`src/rtl/sar_adc_if.sv`:
```
// Bus bundle for the successive-approximation ADC controller.
// The master side owns the trigger and the comparator. The slave side is the
// controller, which drives the DAC ladder, the result and the status lines.
interface sar_adc_if #(
    parameter int WIDTH = 10
);
    logic             start;
    logic             cmp_in;
    logic [WIDTH-1:0] dac;
    logic [WIDTH-1:0] sample;
    logic             sample_valid;
    logic             busy;

    modport master (
        output start,
        output cmp_in,
        input  dac,
        input  sample,
        input  sample_valid,
        input  busy
    );

    modport slave (
        input  start,
        input  cmp_in,
        output dac,
        output sample,
        output sample_valid,
        output busy
    );
endinterface

```
`src/rtl/sar_adc.sv`:
```
// Successive-approximation ADC controller.
// It drives a WIDTH-bit resistor-ladder DAC and binary-searches the external
// comparator from MSB to LSB. Each bit trial lasts SETTLE_CYCLES clocks.
// A finished conversion is published on sample, together with a one-cycle
// sample_valid strobe.
module sar_adc #(
    parameter int WIDTH         = 10,
    parameter int SETTLE_CYCLES = 4,
    parameter int AUTO          = 0,
    parameter int SAMPLE_PERIOD = 1250
) (
    input  logic   clk,
    input  logic   rst_n,
    sar_adc_if.slave adc
);

    localparam int BIT_W = (WIDTH > 1) ? $clog2(WIDTH) : 1;
    localparam int CNT_W = (SETTLE_CYCLES > 1) ? $clog2(SETTLE_CYCLES) : 1;
    localparam int PER_W = (SAMPLE_PERIOD > 1) ? $clog2(SAMPLE_PERIOD) : 1;

    typedef enum logic [0:0] {
        ST_IDLE    = 1'b0,
        ST_CONVERT = 1'b1
    } state_t;

    // Returns a one-hot word with bit idx set.
    function automatic logic [WIDTH-1:0] bit_mask(input logic [BIT_W-1:0] idx);
        logic [WIDTH-1:0] one;
        one = {{(WIDTH-1){1'b0}}, 1'b1};
        return one << idx;
    endfunction

    // Returns value with bit idx replaced by b. All other bits are left unchanged.
    function automatic logic [WIDTH-1:0] set_bit(input logic [WIDTH-1:0] value,
                                                 input logic [BIT_W-1:0] idx,
                                                 input logic             b);
        logic [WIDTH-1:0] v;
        v      = value;
        v[idx] = b;
        return v;
    endfunction

    logic             cmp_meta_r;
    logic             cmp_s;
    logic [PER_W-1:0] period_r;
    state_t           state_r;
    logic [BIT_W-1:0] bit_r;
    logic [CNT_W-1:0] cnt_r;
    logic [WIDTH-1:0] result_r;
    logic [WIDTH-1:0] dac_r;
    logic [WIDTH-1:0] sample_r;
    logic             valid_r;
    logic             busy_r;

    logic             auto_hit_s;
    logic             trigger_s;
    logic             settled_s;
    logic [WIDTH-1:0] decided_s;
    logic [WIDTH-1:0] next_trial_s;

    // Two-flop synchronizer for the asynchronous comparator output.
    always_ff @(posedge clk) begin
        if (!rst_n) begin
            cmp_meta_r <= 1'b0;
            cmp_s      <= 1'b0;
        end else begin
            cmp_meta_r <= adc.cmp_in;
            cmp_s      <= cmp_meta_r;
        end
    end

    // Free-running period counter. It paces the self-triggered conversions.
    always_ff @(posedge clk) begin
        if (!rst_n) begin
            period_r <= {PER_W{1'b0}};
        end else if (auto_hit_s) begin
            period_r <= {PER_W{1'b0}};
        end else begin
            period_r <= period_r + PER_W'(1);
        end
    end

    // Trigger selection, bit decision and the next trial word for the ladder.
    always_comb begin
        auto_hit_s = (period_r == PER_W'(SAMPLE_PERIOD - 1));
        if (AUTO != 0) begin
            trigger_s = auto_hit_s;
        end else begin
            trigger_s = adc.start;
        end
        settled_s = (cnt_r == CNT_W'(SETTLE_CYCLES - 1));
        decided_s = set_bit(result_r, bit_r, cmp_s);
        if (bit_r != {BIT_W{1'b0}}) begin
            next_trial_s = decided_s | bit_mask(bit_r - BIT_W'(1));
        end else begin
            next_trial_s = decided_s;
        end
    end

    // Conversion FSM. All outputs are registered here.
    always_ff @(posedge clk) begin
        if (!rst_n) begin
            state_r  <= ST_IDLE;
            bit_r    <= {BIT_W{1'b0}};
            cnt_r    <= {CNT_W{1'b0}};
            result_r <= {WIDTH{1'b0}};
            dac_r    <= {WIDTH{1'b0}};
            sample_r <= {WIDTH{1'b0}};
            valid_r  <= 1'b0;
            busy_r   <= 1'b0;
        end else begin
            valid_r <= 1'b0;
            case (state_r)
                ST_IDLE: begin
                    if (trigger_s) begin
                        result_r <= {WIDTH{1'b0}};
                        bit_r    <= BIT_W'(WIDTH - 1);
                        cnt_r    <= {CNT_W{1'b0}};
                        dac_r    <= bit_mask(BIT_W'(WIDTH - 1));
                        busy_r   <= 1'b1;
                        state_r  <= ST_CONVERT;
                    end else begin
                        busy_r <= 1'b0;
                    end
                end
                ST_CONVERT: begin
                    if (settled_s) begin
                        result_r <= decided_s;
                        if (bit_r != {BIT_W{1'b0}}) begin
                            bit_r <= bit_r - BIT_W'(1);
                            cnt_r <= {CNT_W{1'b0}};
                            dac_r <= next_trial_s;
                        end else begin
                            sample_r <= decided_s;
                            dac_r    <= decided_s;
                            valid_r  <= 1'b1;
                            busy_r   <= 1'b0;
                            state_r  <= ST_IDLE;
                        end
                    end else begin
                        cnt_r <= cnt_r + CNT_W'(1);
                    end
                end
                default: begin
                    busy_r  <= 1'b0;
                    state_r <= ST_IDLE;
                end
            endcase
        end
    end

    assign adc.dac          = dac_r;
    assign adc.sample       = sample_r;
    assign adc.sample_valid = valid_r;
    assign adc.busy         = busy_r;

endmodule

```
`src/flat_wrapper.sv`:
```
// flat-port wrapper written by rule: the top's interface ports become plain ports
module sar_adc_flat 
#(
    parameter int WIDTH         = 10,
    parameter int SETTLE_CYCLES = 4,
    parameter int AUTO          = 0,
    parameter int SAMPLE_PERIOD = 1250
)
  (clk, rst_n, adc_start, adc_cmp_in, adc_dac, adc_sample, adc_sample_valid, adc_busy);
  sar_adc_if #(.WIDTH(WIDTH)) adc_i ();
  input  logic clk;
  input  logic rst_n;
  input wire logic [$bits(adc_i.start)-1:0] adc_start;
  input wire logic [$bits(adc_i.cmp_in)-1:0] adc_cmp_in;
  output wire logic [$bits(adc_i.dac)-1:0] adc_dac;
  output wire logic [$bits(adc_i.sample)-1:0] adc_sample;
  output wire logic [$bits(adc_i.sample_valid)-1:0] adc_sample_valid;
  output wire logic [$bits(adc_i.busy)-1:0] adc_busy;
  assign adc_i.start = adc_start;
  assign adc_i.cmp_in = adc_cmp_in;
  assign adc_dac = adc_i.dac;
  assign adc_sample = adc_i.sample;
  assign adc_sample_valid = adc_i.sample_valid;
  assign adc_busy = adc_i.busy;
  sar_adc #(.WIDTH(WIDTH), .SETTLE_CYCLES(SETTLE_CYCLES), .AUTO(AUTO), .SAMPLE_PERIOD(SAMPLE_PERIOD)) u_core (.clk(clk), .rst_n(rst_n), .adc(adc_i));
endmodule
```
`config.mk`:
```
export PLATFORM = sky130hd
export DESIGN_NAME = sar_adc_flat
export DESIGN_NICKNAME = d
export VERILOG_FILES = /design/src/rtl/sar_adc_if.sv /design/src/rtl/sar_adc.sv /design/src/flat_wrapper.sv
export SDC_FILE = /design/constraint.sdc
export NUM_CORES = 1
export LEC_CHECK = 0
export ABC_AREA = 1
export CAP_MARGIN = 10
export CORE_AREA = 2 2 64 66
export DETAILED_ROUTE_END_ITERATION = 7
export DIE_AREA = 0 0 66 68
export PLACE_DENSITY = 0.79
export RECOVER_POWER = 100
export SKIP_LAST_GASP = 1
export SLEW_MARGIN = 20
export SYNTH_ARGS = -nofsm -noshare
export SYNTH_HDL_FRONTEND = slang
export SYNTH_SLANG_ARGS = --single-unit
```
`constraint.sdc`:
```
create_clock -name clk -period 1.9 [get_ports clk]
set_clock_uncertainty 0.2 [all_clocks]
set_input_delay 0.38 -clock clk [delete_from_list [all_inputs] [get_ports clk]]
set_output_delay 0.38 -clock clk [all_outputs]
set_load 0.05 [all_outputs]
```
## Yosys cells after proc, flatten, opt, wreduce, memory -nomap -nowiden

Index checks and enable logic that the tools add are counted.
Widths: inputs -> output; s select.

- Flip-flop bits (word level): 41
- Latch bits: 0
- Memory bits (writable): 0
- Bits in read-only memories: 0
- Logic and storage cells: 58
- Memories: 0

- $add $sub $neg: 2
- Multipliers: 0
- Div/mod/pow operators: 0
- Order comparisons: 2
- Eq/ne operators: 6
- Shifts and indexed selects: 1
- Mux-type cells: 26
- Bitwise logic cells: 3
- Reductions and logical operators: 8

Operators by type and width:

| cell | number |
|---|---|
| $mux 10 | 5 |
| $pmux 10 s2 | 2 |
| $mux 4 | 3 |
| $bwmux 10 | 1 |
| $or 10x10->10 | 1 |
| $shl 1x4->10 const A | 1 |
| $reduce_and 3->1 | 3 |
| $ne 2x2->1 const B | 4 |
| $pmux 4 s2 | 1 |
| $mux 1 | 7 |
| $mux 2 | 3 |
| $reduce_and 2->1 | 3 |
| $lt 4x5->1 const B | 1 |
| $demux 1 s4 | 1 |
| $ge 4x1->1 const B | 1 |
| $pmux 1 s2 | 2 |
| $pmux 2 s2 | 1 |
| $reduce_bool 4->1 | 1 |
| $sub 4x1->4 const B | 1 |
| $ne 3x3->1 const B | 1 |
| $add 2x1->2 const B | 1 |
| $eq 2x2->1 const B | 1 |
| $not 1->1 | 2 |
| $logic_and 1x1->1 | 1 |

## Longest topological paths before layout

- Word-level depth: 9
- Mapped depth: 10
- Mapped depth without buffers: 10

## Worst setup path after synthesis

Ideal clock, no wire load.

- Path kind: flip-flop to flip-flop
- Start point: register u_core.bit_r[0]
- End point: register u_core.sample_r[9] (netlist: u_core.adc.sample[9])
- Setup time: 127 ps
- Arrival time: 1432 ps
- Path slack: 141 ps
- Stages on the path, launching flop included: 9
- Path through: dfxtp_1 -> inv_1 -> ha_1 -> nand2_1 -> nor2_2 -> nand2_1 -> buf_2 -> nand3_1 -> o21ai_0

- Longest elaborated chain between the ends: 5

Ends and longest elaborated chain:

| item | line | RTL |
|---|---|---|
| start: declaration | sar_adc.sv:47 | `logic [BIT_W-1:0] bit_r;` |
| start signal: assignment | sar_adc.sv:104 | `bit_r <= {BIT_W{1'b0}};` |
| start signal: assignment | sar_adc.sv:117 | `bit_r <= BIT_W'(WIDTH - 1);` |
| start signal: assignment | sar_adc.sv:130 | `bit_r <= bit_r - BIT_W'(1);` |
| $lt 4x5->1 (not written as such) or $ge 4x1->1 (tied branches) | sar_adc.sv:39 | `v[idx] = b;` |
| $logic_and 1x1->1 (not written as such) | sar_adc.sv:39 |  |
| $mux 1 (not written as such) | sar_adc.sv:39 |  |
| $demux 1 s4 | -- |  |
| $bwmux 10 | sar_adc.sv:39 |  |
| end signal: assignment | sar_adc.sv:108 | `sample_r <= {WIDTH{1'b0}};` |
| end signal: assignment | sar_adc.sv:134 | `sample_r <= decided_s;` |
| end: declaration | sar_adc.sv:51 | `logic [WIDTH-1:0] sample_r;` |

Parallel ways exist; a longest one is shown, timed or not.
A chain may end at the register's enable or synchronous reset.

## Worst setup path after layout

- Start point: register u_core.bit_r[1]
- End point: register u_core.result_r[9]

- Longest elaborated chain between the ends: 7

Ends and longest elaborated chain:

| item | line | RTL |
|---|---|---|
| $lt 4x5->1 (not written as such) or $ge 4x1->1 (tied branches) | sar_adc.sv:39 |  |
| $logic_and 1x1->1 (not written as such) | sar_adc.sv:39 |  |
| $mux 1 (not written as such) | sar_adc.sv:39 |  |
| $demux 1 s4 * | -- |  |
| $bwmux 10 * | sar_adc.sv:39 |  |
| $mux 10 * | sar_adc.sv:127 | `if (settled_s) begin` |
| $pmux 10 s2 * | sar_adc.sv:113 | `case (state_r)` |
| end signal: assignment | sar_adc.sv:106 | `result_r <= {WIDTH{1'b0}};` |
| end signal: assignment | sar_adc.sv:116 | `result_r <= {WIDTH{1'b0}};` |
| end signal: assignment | sar_adc.sv:128 | `result_r <= decided_s;` |
| end: declaration | sar_adc.sv:49 | `logic [WIDTH-1:0] result_r;` |

Every way passes the cells marked *; elsewhere a longest branch is shown, timed or not. The select of a mux whose other input is x is not followed.

==> impl_table.tex <==
\begin{tabular}{lr}
\hline
Metric & Value \\
\hline
\multicolumn{2}{l}{\textbf{Worst setup path}} \\
\quad Biggest fanout along the worst timing path & 5 \\
\quad CP Launch Type & flip-flop \\
\quad Internal reg-to-reg setup slack & 0.1 ns \\
\quad Worst r2r path cells & 6 \\
\quad Max stage delay cell, worst path & sky130\_fd\_sc\_hd\_\_o21ai\_0 \\
\quad Critical path capture point type & flip-flop \\
\quad Cell family with most CP delay & compound AO/OA/AOI/OAI gates \\
\quad CP Data Arrival Time & 1.76 ns \\
\quad Kind of critical path & flip-flop to flip-flop \\
\quad Highest cell delay on the worst timing path & 0.45 ns \\
\quad Chain of cells forming the critical path & inv\_1 > ha\_1 > nand3\_1 > o21ai\_0 > o21a\_1 > nor2\_1 \\
\quad Number of buffers and inverters on the critical path & 1 \\
\quad Required time at the worst-slack endpoint & 1.86 ns \\
\quad Worst r2r src & u\_core.bit\_r[1] \\
\quad Reg-to-Reg End & u\_core.result\_r[9] \\
\multicolumn{2}{l}{\textbf{CTS}} \\
\quad TritonCTS clock tree & yes \\
\quad TritonCTS Buffers & 5 \\
\quad Clock Latency Late Sink & 0.30 ns \\
\quad Hold buffer count at CTS & 0 \\
\quad Post-CTS setup buffer count & 0 \\
\quad Clock slew seen by the registers of the worst setup and hold paths & 0.08 ns \\
\quad CTS sink count & 41 \\
\quad Maximum number of buffers from clock root to sink & 2 \\
\quad CTS Root Buffer Type & sky130\_fd\_sc\_hd\_\_clkbuf\_8 \\
\quad Level count of the clock H-tree & 2 \\
\multicolumn{2}{l}{\textbf{Cells and area}} \\
\quad \# diodes & 0 \\
\quad Ratio of cells with drive above 1 in the final layout & 0.0958 \\
\quad Post-Route Utilization & 0.590 \\
\quad Post-route standard cell area excluding fillers & 2270 um2 \\
\quad Final nets & 325 \\
\quad Number of non-filler instances in the completed layout & 363 \\
\quad Signed area change from the synthesized netlist to the final layout & 15.8\% \\
\multicolumn{2}{l}{\textbf{Die}} \\
\quad Placeable Area & 3860 um2 \\
\quad Starting Density & 0.509 \\
\quad Number of rows in the core area & 23 \\
\quad Vert. Die Dim & 68 um \\
\quad Total die area & 4490 um2 \\
\quad Width of the die & 66 um \\
\quad Top Ports & 26 \\
\multicolumn{2}{l}{\textbf{Global route}} \\
\quad Vias in the first global route & 1625 \\
\quad Number of antenna violations at the first check in global routing & 0 \\
\quad Overall global routing resource usage & 0.225 \\
\quad First-pass GRT wire length & 7550 um \\
\quad Total global routing overflow & 0 \\
\quad Pin count of the biggest net entering global routing & 21 \\
\multicolumn{2}{l}{\textbf{Power}} \\
\quad Internal & 1.42 mW \\
\quad Switching power share of the total & 0.298 \\
\quad Highest ir drop seen on vdd & 0.000547 V \\
\quad PD cells & 889 nW/um2 \\
\quad Relative contribution of combinational cells to total power & 0.185 \\
\quad Part of the total power dissipated in the clock network & 0.363 \\
\quad Overall power after layout & 2.02 mW \\
\quad Share of power burned in registers & 0.451 \\
\quad Switch Pwr & 603 uW \\
\quad Pleak & 0.980 nW \\
\multicolumn{2}{l}{\textbf{Synth}} \\
\quad Leading cell type by number of instances after synthesis & sky130\_fd\_sc\_hd\_\_nand2\_1 \\
\quad Area leader, netlist & sky130\_fd\_sc\_hd\_\_dfxtp\_1 \\
\quad Commonest cells in the synthesized netlist & 78 x sky130\_fd\_sc\_hd\_\_nand2\_1, 41 x sky130\_fd\_sc\_hd\_\_dfxtp\_1, 33 x sky130\_fd\_sc\_hd\_\_nand3\_1, 28 x sky130\_fd\_sc\_hd\_\_inv\_1, 26 x sky130\_fd\_sc\_hd\_\_a21oi\_1 \\
\quad Predominant post-synthesis flop cell & sky130\_fd\_sc\_hd\_\_dfxtp\_1 \\
\quad Top cells by area in the synthesized netlist & sky130\_fd\_sc\_hd\_\_dfxtp\_1 42\%, sky130\_fd\_sc\_hd\_\_nand2\_1 15\%, sky130\_fd\_sc\_hd\_\_nand3\_1 8.4\% \\
\quad Number of synthesized flops with an enable pin & 0 \\
\quad Number of nets produced by synthesis & 293 \\
\quad Avg Inst Size Synth & 7.02 um2 \\
\quad FF+latch count, synth & 41 \\
\quad Total number of yosys warnings & 0 \\
\quad Fraction of synthesis flops using an asynchronous set or reset pin & 0 \\
\quad Mapped Area & 1960 um2 \\
\quad Sequential share of the synthesized area & 0.418 \\
\quad Synth cell types & 24 \\
\quad Synth top area share & 0.418 \\
\quad Synthesized netlist cell count & 280 \\
\multicolumn{2}{l}{\textbf{Min path}} \\
\quad Hold WC Path Type & flip-flop to flip-flop \\
\quad Endpoint with the worst hold slack & u\_core.cmp\_s \\
\quad Min-delay src & u\_core.cmp\_meta\_r \\
\quad Number of stages on the worst hold path & 2 \\
\multicolumn{2}{l}{\textbf{Route}} \\
\quad Vias per Instance & 5.13 \\
\quad Wire length per cell after detailed routing & 12.6 um \\
\quad Remaining antenna violation count & 0 \\
\quad Wirelength, routed & 4580 um \\
\quad Via total after detailed routing & 1862 \\
\quad Iteration count of the initial detailed-routing pass & 4 \\
\quad First DRT Iteration DRCs & 100 \\
\quad Detailed-route DRC error count & 0 \\
\multicolumn{2}{l}{\textbf{Placed design}} \\
\quad Post-Place Cells & 355 \\
\quad Dpl hpwl & 3310 um \\
\quad Placed cell areas & 2240 um2 \\
\quad Gp weighted congestion & 0.903 \\
\quad Setup Slack @ Placement & 0.0206 ns \\
\quad Count of port buffers added during placement & 25 \\
\multicolumn{2}{l}{\textbf{STA}} \\
\quad Count of final max-slew check failures & 0 \\
\quad Headroom to the max-slew limit & 0.545 \\
\quad Hold Violations, Final & 0 \\
\quad Transition time at the pin with the least slew margin & 0.682 ns \\
\quad Sum of negative setup slack & 0 ns \\
\quad Setup repair after global routing missed its margin & false \\
\quad Maximum frequency from static timing analysis & 555 MHz \\
\quad Time the worst path needs with I/O delays and setup & 1.80 ns \\
\quad Count of endpoints failing setup in the final report & 0 \\
\quad Final clock period utilization by the worst path & 0.948 \\
\quad Post-Route Hold Slack & 0.219 ns \\
\quad Final WS setup & 0.0983 ns \\
\multicolumn{2}{l}{\textbf{Run}} \\
\quad Max cap viols & 0 \\
\multicolumn{2}{l}{\textbf{Run status}} \\
\quad Outcome & completed \\
\hline
\end{tabular}
worst max-delay path by stage:
stage | cells past startpoint | endpoint | start
3_3_place_gp | 8 | u_core.adc.dac[2] | adc_start
3_5_place_dp | 8 | u_core.adc.dac[2] | adc_start
5_1_grt | 8 | u_core.bit_r[1] | u_core.bit_r[0]
2_1_floorplan | 8 | u_core.adc.sample[9] | u_core.bit_r[0]
4_1_cts | 7 | u_core.adc.sample[0] | u_core.bit_r[1]
6_report | 6 | u_core.result_r[9] | u_core.bit_r[1]
routing by layer:
layer,vias up,track usage,share of wire
met2,48,0.357,0.46
met4,0,0.0791,0.019
met1,835,0.292,0.47
met3,11,0.0691,0.053
met5,-,0,0
li1,968,-,-
flip-flops by register name, summed over array words and instances (netlist names):
name / count
u_core.adc.busy: 1
u_core.adc.dac: 10
u_core.adc.sample: 10
u_core.adc.sample_valid: 1
u_core.bit_r: 4
u_core.cmp_meta_r: 1
u_core.cmp_s: 1
u_core.cnt_r: 2
u_core.result_r: 10
u_core.state_r: 1
worst min-delay path, cell delays in order (launching register included):
cell	delay, ns
sky130_fd_sc_hd__dfxtp_1	0.31
sky130_fd_sc_hd__nand2_1	0.04
sky130_fd_sc_hd__inv_1	0.04
power groups by stage:
stage,sequential (mW),clock [mW],combinational [mW]
after floorplan,0.944,0,0.251
after global placement,0.932,0,0.372
after global routing,0.917,0.779,0.420
after CTS,0.913,0.745,0.378
after detailed placement,0.933,0,0.376
final,0.913,0.735,0.374
cell families (layout without fill, tap and decap cells):
kind of cell    Yosys count  after routing  share of synthesized area
simple gates            147            147                      0.327
buf+inv                  42             75                     0.0879
compound gates           41             41                      0.110
flops                    41             41                      0.418
fa+ha+maj                 9              9                     0.0573
timing repair:
item | CTS | global route
setup endpoints to repair | 0 | 7
endpoints found under the hold margin | 0 | 0
resized for setup | 0 | 2
layout make-up:
class	count	area, um2
fill	420	1580
multi-input combinational	197	973
sequential	41	821
timing repair buffer	34	174
inverter	33	124
clock buffer	6	82.6
tap	50	62.6
clock inverter	2	37.5
cells in the final DEF (no fill, tap or decap), types with 2 or more instances in the layout:
master                            count
sky130_fd_sc_hd__inv_1               28
sky130_fd_sc_hd__nand4_1              7
sky130_fd_sc_hd__dfxtp_1             41
sky130_fd_sc_hd__nor3_1               2
sky130_fd_sc_hd__inv_2                4
sky130_fd_sc_hd__o21ai_0             11
sky130_fd_sc_hd__clkdlybuf4s50_1      2
sky130_fd_sc_hd__nor2_1              19
sky130_fd_sc_hd__nand3_1             33
sky130_fd_sc_hd__clkbuf_8             6
sky130_fd_sc_hd__nand2_2              5
sky130_fd_sc_hd__buf_4                7
sky130_fd_sc_hd__nand2_1             78
sky130_fd_sc_hd__ha_1                 8
sky130_fd_sc_hd__clkbuf_1            23
sky130_fd_sc_hd__a21oi_1             26
Note: power is estimated with default switching activity, not from simulation.
